### src/rtl/addsub_pkg.sv
// Shared encodings for the serial nibble add/sub sequencer.
package addsub_pkg;
  localparam int NIBBLE_W = 4;

  typedef enum logic [1:0] {
    IDLE = 2'd0,
    RUN  = 2'd1,
    DONE = 2'd2
  } state_t;
endpackage

### src/rtl/serial_addsub_ctrl_if.sv
// Request/result bundle between a requester and serial_addsub_ctrl.
interface serial_addsub_ctrl_if #(
  parameter int NIBBLES = 4
);
  localparam int W = 4 * NIBBLES;

  logic         start;
  logic         ctrl;
  logic [W-1:0] in1;
  logic [W-1:0] in2;
  logic         busy;
  logic         done;
  logic [W-1:0] sum;
  logic         crry;
  logic         ovf;

  modport master (output start, ctrl, in1, in2,
                  input  busy, done, sum, crry, ovf);
  modport slave  (input  start, ctrl, in1, in2,
                  output busy, done, sum, crry, ovf);
endinterface

### src/rtl/nibble_addsub.sv
// One 4-bit add/sub slice; cin is separate from sub so carries chain between nibbles.
module nibble_addsub
  import addsub_pkg::*;
(
  input  logic [NIBBLE_W-1:0] a,
  input  logic [NIBBLE_W-1:0] b,
  input  logic                sub,
  input  logic                cin,
  output logic [NIBBLE_W-1:0] s,
  output logic                cout,
  output logic                c3
);
  logic [NIBBLE_W-1:0] w_bx;
  logic [3:0]          w_lo;
  logic [1:0]          w_hi;

  assign w_bx = b ^ {NIBBLE_W{sub}};
  assign w_lo = {1'b0, a[2:0]} + {1'b0, w_bx[2:0]} + {3'b000, cin};
  assign c3   = w_lo[3];
  assign w_hi = {1'b0, a[3]} + {1'b0, w_bx[3]} + {1'b0, c3};
  assign s    = {w_hi[0], w_lo[2:0]};
  assign cout = w_hi[1];
endmodule

### src/rtl/serial_addsub_ctrl.sv
// Multi-precision add/sub sequencer: one nibble slice per cycle, LS nibble first.
// Build option: define SERIAL_ADDSUB_OVF_EN to register the signed overflow flag.
module serial_addsub_ctrl
  import addsub_pkg::*;
#(
  parameter int NIBBLES = 4
)(
  input  logic                clk,
  input  logic                rst_n,
  serial_addsub_ctrl_if.slave bus
);
  localparam int W     = NIBBLE_W * NIBBLES;
  localparam int IDX_W = $clog2(NIBBLES);

  state_t             r_state, w_next;
  logic [W-1:0]       r_a, r_b, r_sum;
  logic               r_op, r_carry, r_crry;
  logic [IDX_W-1:0]   r_idx;
  logic [IDX_W+1:0]   w_sh;
  logic [NIBBLE_W-1:0] w_a_nib, w_b_nib, w_s;
  logic               w_cout, w_c3, w_last;

  assign w_sh    = {r_idx, 2'b00};
  assign w_a_nib = NIBBLE_W'(r_a >> w_sh);
  assign w_b_nib = NIBBLE_W'(r_b >> w_sh);
  assign w_last  = (r_idx == IDX_W'(NIBBLES - 1));

  nibble_addsub u_slice (
    .a    (w_a_nib),
    .b    (w_b_nib),
    .sub  (r_op),
    .cin  (r_carry),
    .s    (w_s),
    .cout (w_cout),
    .c3   (w_c3)
  );

  always_ff @(posedge clk) begin
    if (!rst_n) r_state <= IDLE;
    else        r_state <= w_next;
  end

  always_comb begin
    w_next = r_state;
    case (r_state)
      IDLE:    if (bus.start) w_next = RUN;
      RUN:     if (w_last)    w_next = DONE;
      DONE:    w_next = IDLE;
      default: w_next = IDLE;
    endcase
  end

  always_ff @(posedge clk) begin
    if (!rst_n) begin
      r_a     <= '0;
      r_b     <= '0;
      r_op    <= 1'b0;
      r_carry <= 1'b0;
      r_idx   <= '0;
      r_sum   <= '0;
      r_crry  <= 1'b0;
    end else begin
      case (r_state)
        IDLE: if (bus.start) begin
          r_a     <= bus.in1;
          r_b     <= bus.in2;
          r_op    <= bus.ctrl;
          r_carry <= bus.ctrl;  // +1 of the two's complement for subtract
          r_idx   <= '0;
        end
        RUN: begin
          r_sum   <= (r_sum & ~(W'(4'hF) << w_sh)) | (W'(w_s) << w_sh);
          r_carry <= w_cout;
          if (w_last) begin
            r_idx  <= '0;
            r_crry <= w_cout;
          end else begin
            r_idx  <= r_idx + 1'b1;
          end
        end
        default: ;
      endcase
    end
  end

`ifdef SERIAL_ADDSUB_OVF_EN
  logic r_ovf;
  always_ff @(posedge clk) begin
    if (!rst_n)                         r_ovf <= 1'b0;
    else if (r_state == RUN && w_last)  r_ovf <= w_c3 ^ w_cout;
  end
  assign bus.ovf = r_ovf;
`else
  logic w_unused_c3;
  assign w_unused_c3 = w_c3;
  assign bus.ovf     = 1'b0;
`endif

  assign bus.busy = (r_state == RUN) || (r_state == DONE);
  assign bus.done = (r_state == DONE);
  assign bus.sum  = r_sum;
  assign bus.crry = r_crry;
endmodule

### src/flat_wrapper.sv
// flat-port wrapper written by rule: the top's interface ports become plain ports
module serial_addsub_ctrl_flat import addsub_pkg::*;
#(
  parameter int NIBBLES = 4
)
  (clk, rst_n, bus_start, bus_ctrl, bus_in1, bus_in2, bus_busy, bus_done, bus_sum, bus_crry, bus_ovf);
  serial_addsub_ctrl_if #(.NIBBLES(NIBBLES)) bus_i ();
  input  logic clk;
  input  logic rst_n;
  input wire logic [$bits(bus_i.start)-1:0] bus_start;
  input wire logic [$bits(bus_i.ctrl)-1:0] bus_ctrl;
  input wire logic [$bits(bus_i.in1)-1:0] bus_in1;
  input wire logic [$bits(bus_i.in2)-1:0] bus_in2;
  output wire logic [$bits(bus_i.busy)-1:0] bus_busy;
  output wire logic [$bits(bus_i.done)-1:0] bus_done;
  output wire logic [$bits(bus_i.sum)-1:0] bus_sum;
  output wire logic [$bits(bus_i.crry)-1:0] bus_crry;
  output wire logic [$bits(bus_i.ovf)-1:0] bus_ovf;
  assign bus_i.start = bus_start;
  assign bus_i.ctrl = bus_ctrl;
  assign bus_i.in1 = bus_in1;
  assign bus_i.in2 = bus_in2;
  assign bus_busy = bus_i.busy;
  assign bus_done = bus_i.done;
  assign bus_sum = bus_i.sum;
  assign bus_crry = bus_i.crry;
  assign bus_ovf = bus_i.ovf;
  serial_addsub_ctrl #(.NIBBLES(NIBBLES)) u_core (.clk(clk), .rst_n(rst_n), .bus(bus_i));
endmodule
### config.mk
export PLATFORM = sky130hd
export DESIGN_NAME = serial_addsub_ctrl_flat
export DESIGN_NICKNAME = d
export VERILOG_FILES = /design/src/rtl/addsub_pkg.sv /design/src/rtl/serial_addsub_ctrl_if.sv /design/src/rtl/nibble_addsub.sv /design/src/rtl/serial_addsub_ctrl.sv /design/src/flat_wrapper.sv
export SDC_FILE = /design/constraint.sdc
export NUM_CORES = 1
export LEC_CHECK = 0
export BUFFER_PORTS_ARGS = -buffer_cell sky130_fd_sc_hd__buf_4
export CAP_MARGIN = 20
export CORE_MARGIN = 8
export CORE_UTILIZATION = 50
export DETAILED_ROUTE_END_ITERATION = 10
export PLACE_DENSITY = 0.79
export SLEW_MARGIN = 15
export SYNTH_ARGS = -nofsm -noshare
export SYNTH_HDL_FRONTEND = slang
export SYNTH_SLANG_ARGS = --single-unit
### constraint.sdc
create_clock -name clk -period 3.4 [get_ports clk]
set_clock_uncertainty 0.15 [all_clocks]
set_input_delay 0.85 -clock clk [delete_from_list [all_inputs] [get_ports clk]]
set_output_delay 0.85 -clock clk [all_outputs]
set_load 0.03 [all_outputs]
; ---- Yosys cells after proc, flatten, opt, wreduce, memory -nomap -nowiden
; Index checks and enable logic that the tools add are counted.
; Widths: inputs -> output; s select.
[op_classes]
add_sub_neg = 5
n_eq_ne = 5
shift = 4
muxes = 8
bitwise = 4
n_reduce_logical = 7
[ops]
columns = operator, count
row1 = $shr 16x4->4, 2
row2 = $and 16x16->16, 1
row3 = $not 16->16, 1
row4 = $or 16x16->16, 1
row5 = $shl 4x4->16, 1
row6 = $shl 4x4->16 const A, 1
row7 = $mux 2, 4
row8 = $pmux 2 s2, 2
row9 = $reduce_and 2->1, 4
row10 = $add 3x3->4, 1
row11 = $add 4x1->4, 1
row12 = $eq 2x2->1 const B, 2
row13 = $xor 4x4->4, 1
row14 = $add 1x1->2, 1
row15 = $add 2x1->2, 1
row16 = $add 2x1->2 const B, 1
row17 = $eq 2x1->1 const B, 1
row18 = $logic_not 2->1, 1
row19 = $ne 2x1->1 const B, 1
row20 = $ne 2x2->1 const B, 1
row21 = $pmux 1 s2, 1
row22 = $reduce_bool 2->1, 1
row23 = $logic_or 1x1->1, 1
row24 = $mux 1, 1
[word_totals]
regBits = 55
inputBits = 36
out_inout_bits = 20
wordCells = 41

; ---- Longest topological paths before layout
; Gate-level depths: netlist of run 1.
[depth]
ltp_word = 7
mapped_depth = 11
depth_no_buf = 9

; ---- Modules after synthesis
; Synthesis of run 1 repeated with hierarchy kept, for this count alone.
[unflattened]
hier_cells = 269
area_unflattened_um2 = 2478.6
[by_module_without_submodules]
columns = module, instances, cells_per_inst, area_each_um2, seq_area_each_um2
row1 = serial_addsub_ctrl, 1, 256, 2336.0, 1101.1
row2 = nibble_addsub, 1, 13, 142.6, 0.0

; ---- Worst setup path after synthesis of run 1
; No wires, ideal clock.
[synth_path]
kind = register -> register
from = register u_core.r_idx[0]
to = register u_core.r_sum[15] (netlist: u_core.bus.sum[15])
setup_time_ns = 0.070
arrival_time_ns = 2.672
required_ns = 3.180
slack_ns = 0.507
stages_incl_launch_ff = 11
path_buffers = 1
synth_period_minus_slack_ns = 2.893
cell_sequence = dfxtp_1 buf_6 mux4_2 xnor2_1 fa_1 inv_1 a21o_1 a21oi_1 fa_1 or2_2 a21oi_1
[synth_between]
elab_chain_cells = 7
word_cells_on_any_way = 12
classes_between = 4 x add/sub / 4 x shift / 4 x bitwise
[synth_rtl]
columns = item, line
row1 = start: declaration, serial_addsub_ctrl.sv:18  ; logic [IDX_W-1:0] r_idx;
row2 = start signal: assignment, serial_addsub_ctrl.sv:78  ; r_idx <= r_idx + 1'b1;
row3 = $shr 16x4->4, serial_addsub_ctrl.sv:25  ; assign w_b_nib = NIBBLE_W'(r_b >> w_sh);
row4 = $xor 4x4->4, nibble_addsub.sv:17  ; assign w_bx = b ^ {NIBBLE_W{sub}};
row5 = $add 3x3->4, nibble_addsub.sv:18  ; assign w_lo = {1'b0, a[2:0]} + {1'b0, w_bx[2:0]} + {3'b000, cin};
row6 = $add 4x1->4, nibble_addsub.sv:18
row7 = $add 2x1->2, nibble_addsub.sv:20  ; assign w_hi = {1'b0, a[3]} + {1'b0, w_bx[3]} + {1'b0, c3};
row8 = $shl 4x4->16, serial_addsub_ctrl.sv:72  ; r_sum <= (r_sum & ~(W'(4'hF) << w_sh)) | (W'(w_s) << w_sh);
row9 = $or 16x16->16 *, serial_addsub_ctrl.sv:72
row10 = end signal: assignment, serial_addsub_ctrl.sv:72
row11 = end: declaration, serial_addsub_ctrl.sv:16  ; logic [W-1:0] r_a, r_b, r_sum;
; Mark *: on every way between the ends. The rest lies on a longest branch, timed or not.
; A chain may end at the register's enable or synchronous reset.

; ---- Final worst setup path of run 1
; Same ends and word-level chain as after synthesis.

==> results of run 1 <==
Yosys cell counts (all sizes together) (2+ instances only):
cell / n / area [sq um]
ha: 9 / 113
dfxtp: 55 / 1100
a2bb2oi: 4 / 35.0
clkbuf: 7 / 26.3
inv: 12 / 45.0
mux4: 7 / 158
nor2: 7 / 26.3
buf: 11 / 67.6
xor2: 3 / 26.3
or2: 12 / 75.1
xnor2: 3 / 26.3
fa: 3 / 60.1
a21oi: 49 / 249
nand2: 83 / 312
mux2i: 3 / 30.0
nand3b: 2 / 15.0
worst max-delay path, stage by stage (launching register included):
cell and delay, ps:
dfxtp_1 440, buf_4 280, mux4_2 560, ha_1 330, a21o_1 170, a21oi_1 220, fa_1 500, or2_2 310
a21oi_1 130
logic make-up (layout without fill, tap and decap cells):
logic type	count (synthesis)	in the layout	share of synthesized area, %
simple gates	113	113	19.5
flops	55	55	44.0
fa+ha+maj	12	12	6.91
buf+inv	30	77	5.56
compound gates	60	60	13.8
xor+xnor	6	6	2.10
other cells	1	1	0.150
mux	11	11	7.96
power breakdown:
part / switching (mW) / leakage, nW / internal (mW)
logic: 0.139 / 0.725 / 0.115
registers: 0.0229 / 0.449 / 0.680
clock network: 0.212 / 0.0618 / 0.242
total: 0.374 / 1.24 / 1.04
registers in the layout, summed over array words and instances, names as in the netlist:
name             count
u_core.bus.crry      1
u_core.r_op          1
u_core.r_b          16
u_core.r_state       2
u_core.r_a          16
u_core.r_carry       1
u_core.bus.sum      16
u_core.r_idx         2
layer usage:
layer	wire length, um	up-vias	track usage, %	part of all wire, %
met5	0	-	0	0
met4	43	0	4.07	0.81
met3	334	5	5.86	6.3
met2	2640	40	24.3	50
met1	2310	961	17.4	43
li1	-	1036	-	-
layout make-up:
cell class	count	area (sq um)
fillers	445	1750
flip-flops and latches	55	1100
repair buffers	57	428
clock inverters	2	38.8
multi-input cells	203	1260
inverters	12	45.0
clock buffers	6	82.6
well taps	67	83.8
stage by stage:
stage | cells | power (mW) | cell area (sq um) | utilization (%) | setup slack, ps
global route | 402 | 1.48 | 3040 | 63.5 | 20.7
CTS | 402 | 1.42 | 3040 | 63.5 | 197
global placement | 394 | 0.967 | 2920 | 61.0 | 372
finish | 402 | 1.41 | 3040 | 63.5 | 221
floorplan | 288 | 0.892 | 2500 | - | 507
detailed placement | 394 | 0.971 | 2920 | 61.0 | 244
worst max-delay path by stage:
| stage | depth (start not counted) | to | startpoint |
|---|---|---|---|
| 4_1_cts | 8 | u_core.bus.sum[15]$_SDFFE_PN0P_ | u_core.r_idx[0]$_SDFFE_PN0P_ |
| 3_3_place_gp | 10 | u_core.bus.sum[15]$_SDFFE_PN0P_ | u_core.r_idx[0]$_SDFFE_PN0P_ |
| 5_1_grt | 10 | u_core.bus.sum[15]$_SDFFE_PN0P_ | u_core.r_idx[0]$_SDFFE_PN0P_ |
| 6_report | 8 | u_core.bus.sum[15]$_SDFFE_PN0P_ | u_core.r_idx[0]$_SDFFE_PN0P_ |
| 3_5_place_dp | 10 | u_core.bus.sum[15]$_SDFFE_PN0P_ | u_core.r_idx[0]$_SDFFE_PN0P_ |
| 2_1_floorplan | 10 | u_core.bus.sum[15]$_SDFFE_PN0P_ | u_core.r_idx[0]$_SDFFE_PN0P_ |
cell usage in the layout (no fill, tap or decap), types with 2 or more instances in the layout:
cell type   n
nand2_1    83
buf_4      57
dfxtp_1    55
a21oi_1    48
inv_1      11
ha_1        9
or2_2       8
mux4_2      7
nor2_1      7
clkbuf_8    6
a2bb2oi_1   4
mux2i_1     3
xor2_1      3
xnor2_1     3
or2_0       3
fa_1        3
nand3b_1    2
==> results_dict.tcl, run 1 <==
set metrics [dict create \
    status "finished clean" \
    cts_buffers 5 \
    cp-start-kind "flip-flop" \
    io_buffer_count 54 \
    crit_fanout 15 \
    cts_tree "built" \
    postCtsHoldBufs 0 \
    place_congestion 0.803 \
    path_class "reg -> reg" \
    clockBufferDepth 2 \
    p_leak_nw 1.24 \
    hold_violations 0 \
    hold_slack_ps 308 \
    antenna_found_initial 0 \
    dr.pass1.iters 4 \
    final_nets 382 \
    cts_max_level 2 \
    grt-ovfl-total 0 \
    dpl.hpwl_mm 3.93 \
    synth_edf_count 0 \
    period_needed_ps 3180 \
    clk_pin_slew_ps 100 \
    antennaDiodeCount 0 \
    vias 2042 \
    cts.repair.resized 0 \
    holdPathStages 2 \
    die_h_um 86.7 \
    drive_gt1_share_pct 25.4 \
    fmax_ghz 0.315 \
    cts_root_buf "clkbuf_8" \
    async_reset_ff_share_pct 0 \
    dieArea_sq_um 7520 \
    grt_pass1_vias 1995 \
    arrival_ps 3260 \
    maxCapViolations 0 \
    first_iter_violations 104 \
    ys_types 41 \
    holdCritStartpoint "u_core.bus.sum[9]$_SDFFE_PN0P_" \
    synth_cells 288 \
    core_region_area_sq_um 4790 \
    synth_area_sq_um 2500 \
    r2r-start "u_core.r_idx[0]$_SDFFE_PN0P_" \
    r2r_setup_slack_ps 220 \
    yosys_register_bits 55 \
    synthesis.nets 336 \
    grt_first_pass_wirelength_mm 8.99 \
    cellPowerDensity_nw_per_um2 464 \
    cts_setup_buffers 0 \
    num_rows 25 \
    final.setup.tns_ps 0 \
    ir_worst_vdd_v 0.000241 \
    avgViaCountPerCell 5.08 \
    hold-path-endpoint "u_core.bus.sum[9]$_SDFFE_PN0P_" \
    routed_wl_mm 5.32 \
    syn_area_per_cell_sq_um 8.68 \
    tightest_slew_ps 906 \
    die_width_um 86.7 \
    fin_crit_sh_pct 93.5 \
    wl_per_cell_um 13.2 \
    gr-usage-all-layers_pct 14.8 \
    boundaryPins 56 \
    reg2reg_to "u_core.bus.sum[15]$_SDFFE_PN0P_" \
    critPathRequiredTime_ps 3480 \
    clock-sinks 55 \
    hp-class "reg -> reg" \
    route.detailed.drc 0 \
    synth_ff_type "dfxtp_1" \
    final-max-slew-violation-count 0 \
    initial_core_util_pct 52.2 \
    reg2reg_depth 8 \
    area_growth_pct 21.6 \
    yosysSeqAreaShare_pct 44.0 \
    setup_viol 0 \
    critPathCaptureType "flip-flop" \
    relSlewSlack_pct 39.6 \
    worst_skew_pair.late_latency_ps 310 \
    synth_warnings 0 \
    grt_max_degree 56 \
    rsz0062_at_grt "no" \
    ant_nets 0 \
]
(Power assumes the default switching activity.)
==> inputs of run 2 (changes only) <==
Settings changed: BUFFER_PORTS_ARGS -buffer_cell sky130_fd_sc_hd__buf_4 to -buffer_cell sky130_fd_sc_hd__buf_2.
==> results_dict.tcl, run 2 (synthesis results as in run 1) <==
set metrics [dict create \
    cts_tree "built" \
    reg2reg_to "u_core.bus.sum[15]$_SDFFE_PN0P_" \
    path_class "reg -> reg" \
    cts.repair.resized 0 \
    fin_crit_sh_pct 94.2 \
    finalCoreUtilization_pct 60.4 \
    vias 2018 \
    boundaryPins 56 \
    avgViaCountPerCell 5.01 \
    ant_nets 0 \
    postCtsHoldBufs 0 \
    regArea_sq_um 1100 \
    gr-usage-all-layers_pct 15.3 \
    grt-ovfl-total 0 \
    initial_core_util_pct 52.2 \
    grt_first_pass_wirelength_mm 9.31 \
    hold-path-endpoint "u_core.bus.sum[12]$_SDFFE_PN0P_" \
    cts_max_level 2 \
    routed_wl_mm 5.43 \
    cts_setup_buffers 0 \
    period_needed_ps 3200 \
    ir_worst_vdd_v 0.000233 \
    rsz0062_at_grt "no" \
    critPathCaptureType "flip-flop" \
    drive_gt1_share_pct 25.0 \
    die_width_um 86.7 \
    holdCritStartpoint "u_core.bus.sum[12]$_SDFFE_PN0P_" \
    antennaDiodeCount 0 \
    dpl.hpwl_mm 3.95 \
    io_buffer_count 54 \
    dr.pass1.iters 4 \
    die_h_um 86.7 \
    clockBufferDepth 2 \
    cts_root_buf "clkbuf_8" \
    antenna_found_initial 0 \
    final_nets 383 \
    tightest_slew_ps 899 \
    holdPathStages 2 \
    hp-class "reg -> reg" \
    fillers 423 \
    core_region_area_sq_um 4790 \
    multi_input_area_sq_um 1260 \
    reg2reg_depth 8 \
    grt_max_degree 56 \
    r2r-start "u_core.r_idx[0]$_SDFFE_PN0P_" \
    worst_skew_pair.late_latency_ps 300 \
    setup_viol 0 \
    wl_per_cell_um 13.5 \
    final-max-slew-violation-count 0 \
    total_power_mw 1.33 \
    p_leak_nw 1.20 \
    crit_fanout 15 \
    grt_pass1_vias 2003 \
    r2r_setup_slack_ps 200 \
    clk_pin_slew_ps 90 \
    route.detailed.drc 0 \
    area_growth_pct 15.6 \
    place_congestion 0.823 \
    cts_buffers 5 \
    critPathRequiredTime_ps 3480 \
    arrival_ps 3280 \
    fmax_ghz 0.312 \
    dieArea_sq_um 7520 \
    first_iter_violations 117 \
    status "finished clean" \
    clock-sinks 55 \
    num_rows 25 \
    maxCapViolations 0 \
    layout_commonest_cell "nand2_1" \
    cp-start-kind "flip-flop" \
    final.setup.tns_ps 0 \
    cellPowerDensity_nw_per_um2 460 \
    mostFrequentLayoutCells "nand2_1, dfxtp_1, buf_2" \
    hold_violations 0 \
    relSlewSlack_pct 40.0 \
]
-- run 2: changes by cell type in the layout (fill, tap and decap cells not counted) --
cell,change
clkbuf_8,+1
and2_2,-1
inv_6,-1
and2_1,+1
clkbuf_1,+1
bufinv_16,-1
buf_2,+54
buf_4,-53
-- run 2: cell type report --
class / instances / area share (%)
Clock buffer: 8 / 3.46
Tap cell: 67 / 2.90
Timing Repair Buffer: 58 / 10.4
Inverter: 12 / 1.56
Sequential cell: 55 / 38.1
Multi-Input combinational cell: 203 / 43.6
-- run 2: worst max path at each step --
stage	from	to	slack [ps]	depth (start not counted)
2_1_floorplan	u_core.r_idx[0]$_SDFFE_PN0P_	u_core.bus.sum[15]$_SDFFE_PN0P_	510	10
3_3_place_gp	u_core.r_idx[0]$_SDFFE_PN0P_	u_core.bus.sum[15]$_SDFFE_PN0P_	370	10
3_5_place_dp	u_core.r_idx[0]$_SDFFE_PN0P_	u_core.bus.sum[15]$_SDFFE_PN0P_	240	10
4_1_cts	u_core.r_idx[0]$_SDFFE_PN0P_	u_core.bus.sum[15]$_SDFFE_PN0P_	180	8
5_1_grt	u_core.r_idx[0]$_SDFFE_PN0P_	u_core.bus.sum[15]$_SDFFE_PN0P_	1	10
6_report	u_core.r_idx[0]$_SDFFE_PN0P_	u_core.bus.sum[15]$_SDFFE_PN0P_	200	8
-- run 2: per-layer routing --
| metal | GRT usage [%] | vias to the layer above | share of wire (%) | wire length (um) |
|---|---|---|---|---|
| li1 | - | 1043 | - | - |
| met1 | 18.2 | 914 | 43 | 2320 |
| met2 | 25.3 | 53 | 49 | 2650 |
| met3 | 4.63 | 8 | 7.0 | 378 |
| met4 | 5.63 | 0 | 1.6 | 85 |
| met5 | 0 | - | 0 | 0 |
-- run 2: power by group --
part           internal, mW  switching [mW]
Sequential            0.680          0.0235
Clock                 0.186           0.200
Combinational         0.102           0.139
-- run 2: metrics by stage --
| step | std cells | hold WS [ps] | setup slack, ps | instance area, sq um |
|---|---|---|---|---|
| after CTS | 403 | 311 | 181 | 2890 |
| after global routing | 403 | 326 | 1.33 | 2890 |
| final | 403 | 309 | 197 | 2890 |
| after global placement | 395 | 287 | 370 | 2790 |
| after floorplan | 288 | 283 | 507 | 2500 |
| after detailed placement | 395 | 298 | 245 | 2790 |
-- run 2: critical path: stages (launching register included) --
cell     delay (ps)
dfxtp_1         440
buf_4           270
mux4_2          550
ha_1            330
a21o_1          170
a21oi_1         230
fa_1            510
or2_2           320
a21oi_1         150
==> inputs of run 3 (changes only) <==
==> constraint.sdc (replaced) <==
create_clock -name clk -period 3.4 [get_ports clk]
set_clock_uncertainty 0.15 [all_clocks]
set_input_delay 0.34 -clock clk [delete_from_list [all_inputs] [get_ports clk]]
set_output_delay 0.34 -clock clk [all_outputs]
set_load 0.03 [all_outputs]
==> results_dict.tcl, run 3 (synthesis results as in run 1) <==
set metrics [dict create \
    status "finished clean" \
    area_growth_pct 17.1 \
    path_cells "buf_4 > mux4_2 > inv_1 > fa_1 > inv_1 > a21o_1 > a21oi_1 > fa_1 > or2_2 > a21oi_1" \
    rsz0062_at_grt "no" \
    grt.busiest_layer "met2" \
    gr-usage-met2_pct 25.1 \
    cellPowerDensity_nw_per_um2 493 \
    holdPathStages 3 \
    die_h_um 86.7 \
    gr-usage-all-layers_pct 15.0 \
    clock-sinks 55 \
    final_nets 383 \
    die_width_um 86.7 \
    clockBufferDepth 2 \
    initial_core_util_pct 52.2 \
    io_buffer_count 54 \
    crit_fanout 15 \
    relSlewSlack_pct 40.7 \
    met1_usage_pct 17.3 \
    ir_worst_vdd_v 0.000307 \
    final.setup.tns_ps 0 \
    ant_nets 0 \
    reg2reg_depth 10 \
    antenna_found_initial 0 \
    critPathRequiredTime_ps 3480 \
    cts_tree "built" \
    grt_use_met3_pct 5.39 \
    dieArea_sq_um 7520 \
    clk_pin_slew_ps 90 \
    p_clk_share_pct 34.8 \
    wl_per_cell_um 13.1 \
    hold_violations 0 \
    max_stage_delay_ps 520 \
    hold_slack_ps 108 \
    drive_gt1_share_pct 25.3 \
    cpLargestDelayFamily "adder cells" \
    cts_root_buf "clkbuf_8" \
    hp-class "in -> reg" \
    p_leak_nw 1.21 \
    arrival_ps 3230 \
    worst_skew_pair.late_latency_ps 300 \
    tightest_slew_ps 888 \
    cts_setup_buffers 0 \
    cts_buffers 5 \
    critPathCaptureType "flip-flop" \
    layout_commonest_cell "nand2_1" \
    maxCapViolations 0 \
    setup_viol 0 \
    num_rows 25 \
    postCtsHoldBufs 0 \
    dr.pass1.iters 4 \
    place_congestion 0.820 \
    cts_max_level 2 \
    switchingPower_mw 0.368 \
    final_area_sq_um 2930 \
    cts.repair.resized 0 \
    period_needed_ps 3140 \
    fmax_ghz 0.318 \
    grt-ovfl-total 0 \
    grt_first_pass_wirelength_mm 9.09 \
    mostFrequentLayoutCells "nand2_1, dfxtp_1, buf_2" \
    cp-start-kind "flip-flop" \
    sequentialPowerShare_pct 48.7 \
    first_iter_violations 85 \
    route.detailed.drc 0 \
    grt_pass1_vias 2053 \
    antennaDiodeCount 0 \
    fin_crit_sh_pct 92.5 \
    fillers 437 \
    grt_max_degree 56 \
    routed_wl_mm 5.27 \
    dpl.hpwl_mm 3.99 \
    final-max-slew-violation-count 0 \
    boundaryPins 56 \
    avgViaCountPerCell 5.06 \
    pwr-share-comb_pct 16.6 \
    switching_share_pct 25.5 \
    slowest_stage "mux4_2" \
    intPower_mw 1.07 \
    core_region_area_sq_um 4790 \
    critical_path_buf_inv_count 3 \
    place_area_sq_um 2790 \
    path_class "reg -> reg" \
    total_power_mw 1.44 \
    vias 2040 \
    critical_path_depth 10 \
]
## run 3: cell count changes in the layout (fill, tap and decap cells not counted)
| cell | delta |
|---|---|
| clkbuf_8 | -2 |
| clkinvlp_4 | +1 |
| clkbuf_1 | -1 |
| bufinv_16 | +2 |
## run 3: per-layer routing
layer	vias up	wire length, um
met4	0	85
met5	-	0
met1	926	2290
li1	1041	-
met2	63	2480
met3	10	414
## run 3: final cells by class
type                            instances  area (sq um)  area share, %
Inverter                               12          45.0           1.54
Clock buffer                            5          68.8           2.35
Multi-Input combinational cell        203          1260           43.1
Timing Repair Buffer                   58           300           10.3
Clock inverter                          3          67.6           2.31
Sequential cell                        55          1100           37.6
Tap cell                               67          83.8           2.86
## run 3: worst paths after layout
path,from,to,slack [ps]
setup / recovery,u_core.r_idx[0]$_SDFFE_PN0P_,u_core.bus.sum[15]$_SDFFE_PN0P_,260
hold / removal,bus_in1[6],u_core.r_a[6]$_SDFFE_PN0P_,110
setup reg to reg,u_core.r_idx[0]$_SDFFE_PN0P_,u_core.bus.sum[15]$_SDFFE_PN0P_,260
hold reg to reg,u_core.r_a[13]$_SDFFE_PN0P_,u_core.r_a[13]$_SDFFE_PN0P_,310
## run 3: metrics by stage
step | instances | setup WS, ps | utilization, %
final | 403 | 256 | 61.2
after global routing | 403 | 45.2 | 61.2
after CTS | 403 | 236 | 61.2
after detailed placement | 395 | 300 | 58.3
after global placement | 395 | 370 | 58.3
after floorplan | 288 | 507 | -
## run 3: power by group through the flow
stage,Sequential [mW],Clock (mW),Combinational [mW]
floorplan,0.719,0,0.173
global placement,0.717,0,0.235
detailed placement,0.718,0,0.241
CTS,0.703,0.511,0.243
global route,0.707,0.547,0.268
finish,0.703,0.502,0.239
## run 3: worst reg2reg max path: stages (launching register included)
cell	delay, ps
dfxtp_1	440
buf_4	270
mux4_2	520
inv_1	80
fa_1	210
inv_1	50
a21o_1	170
a21oi_1	240
fa_1	500
or2_2	310
a21oi_1	140
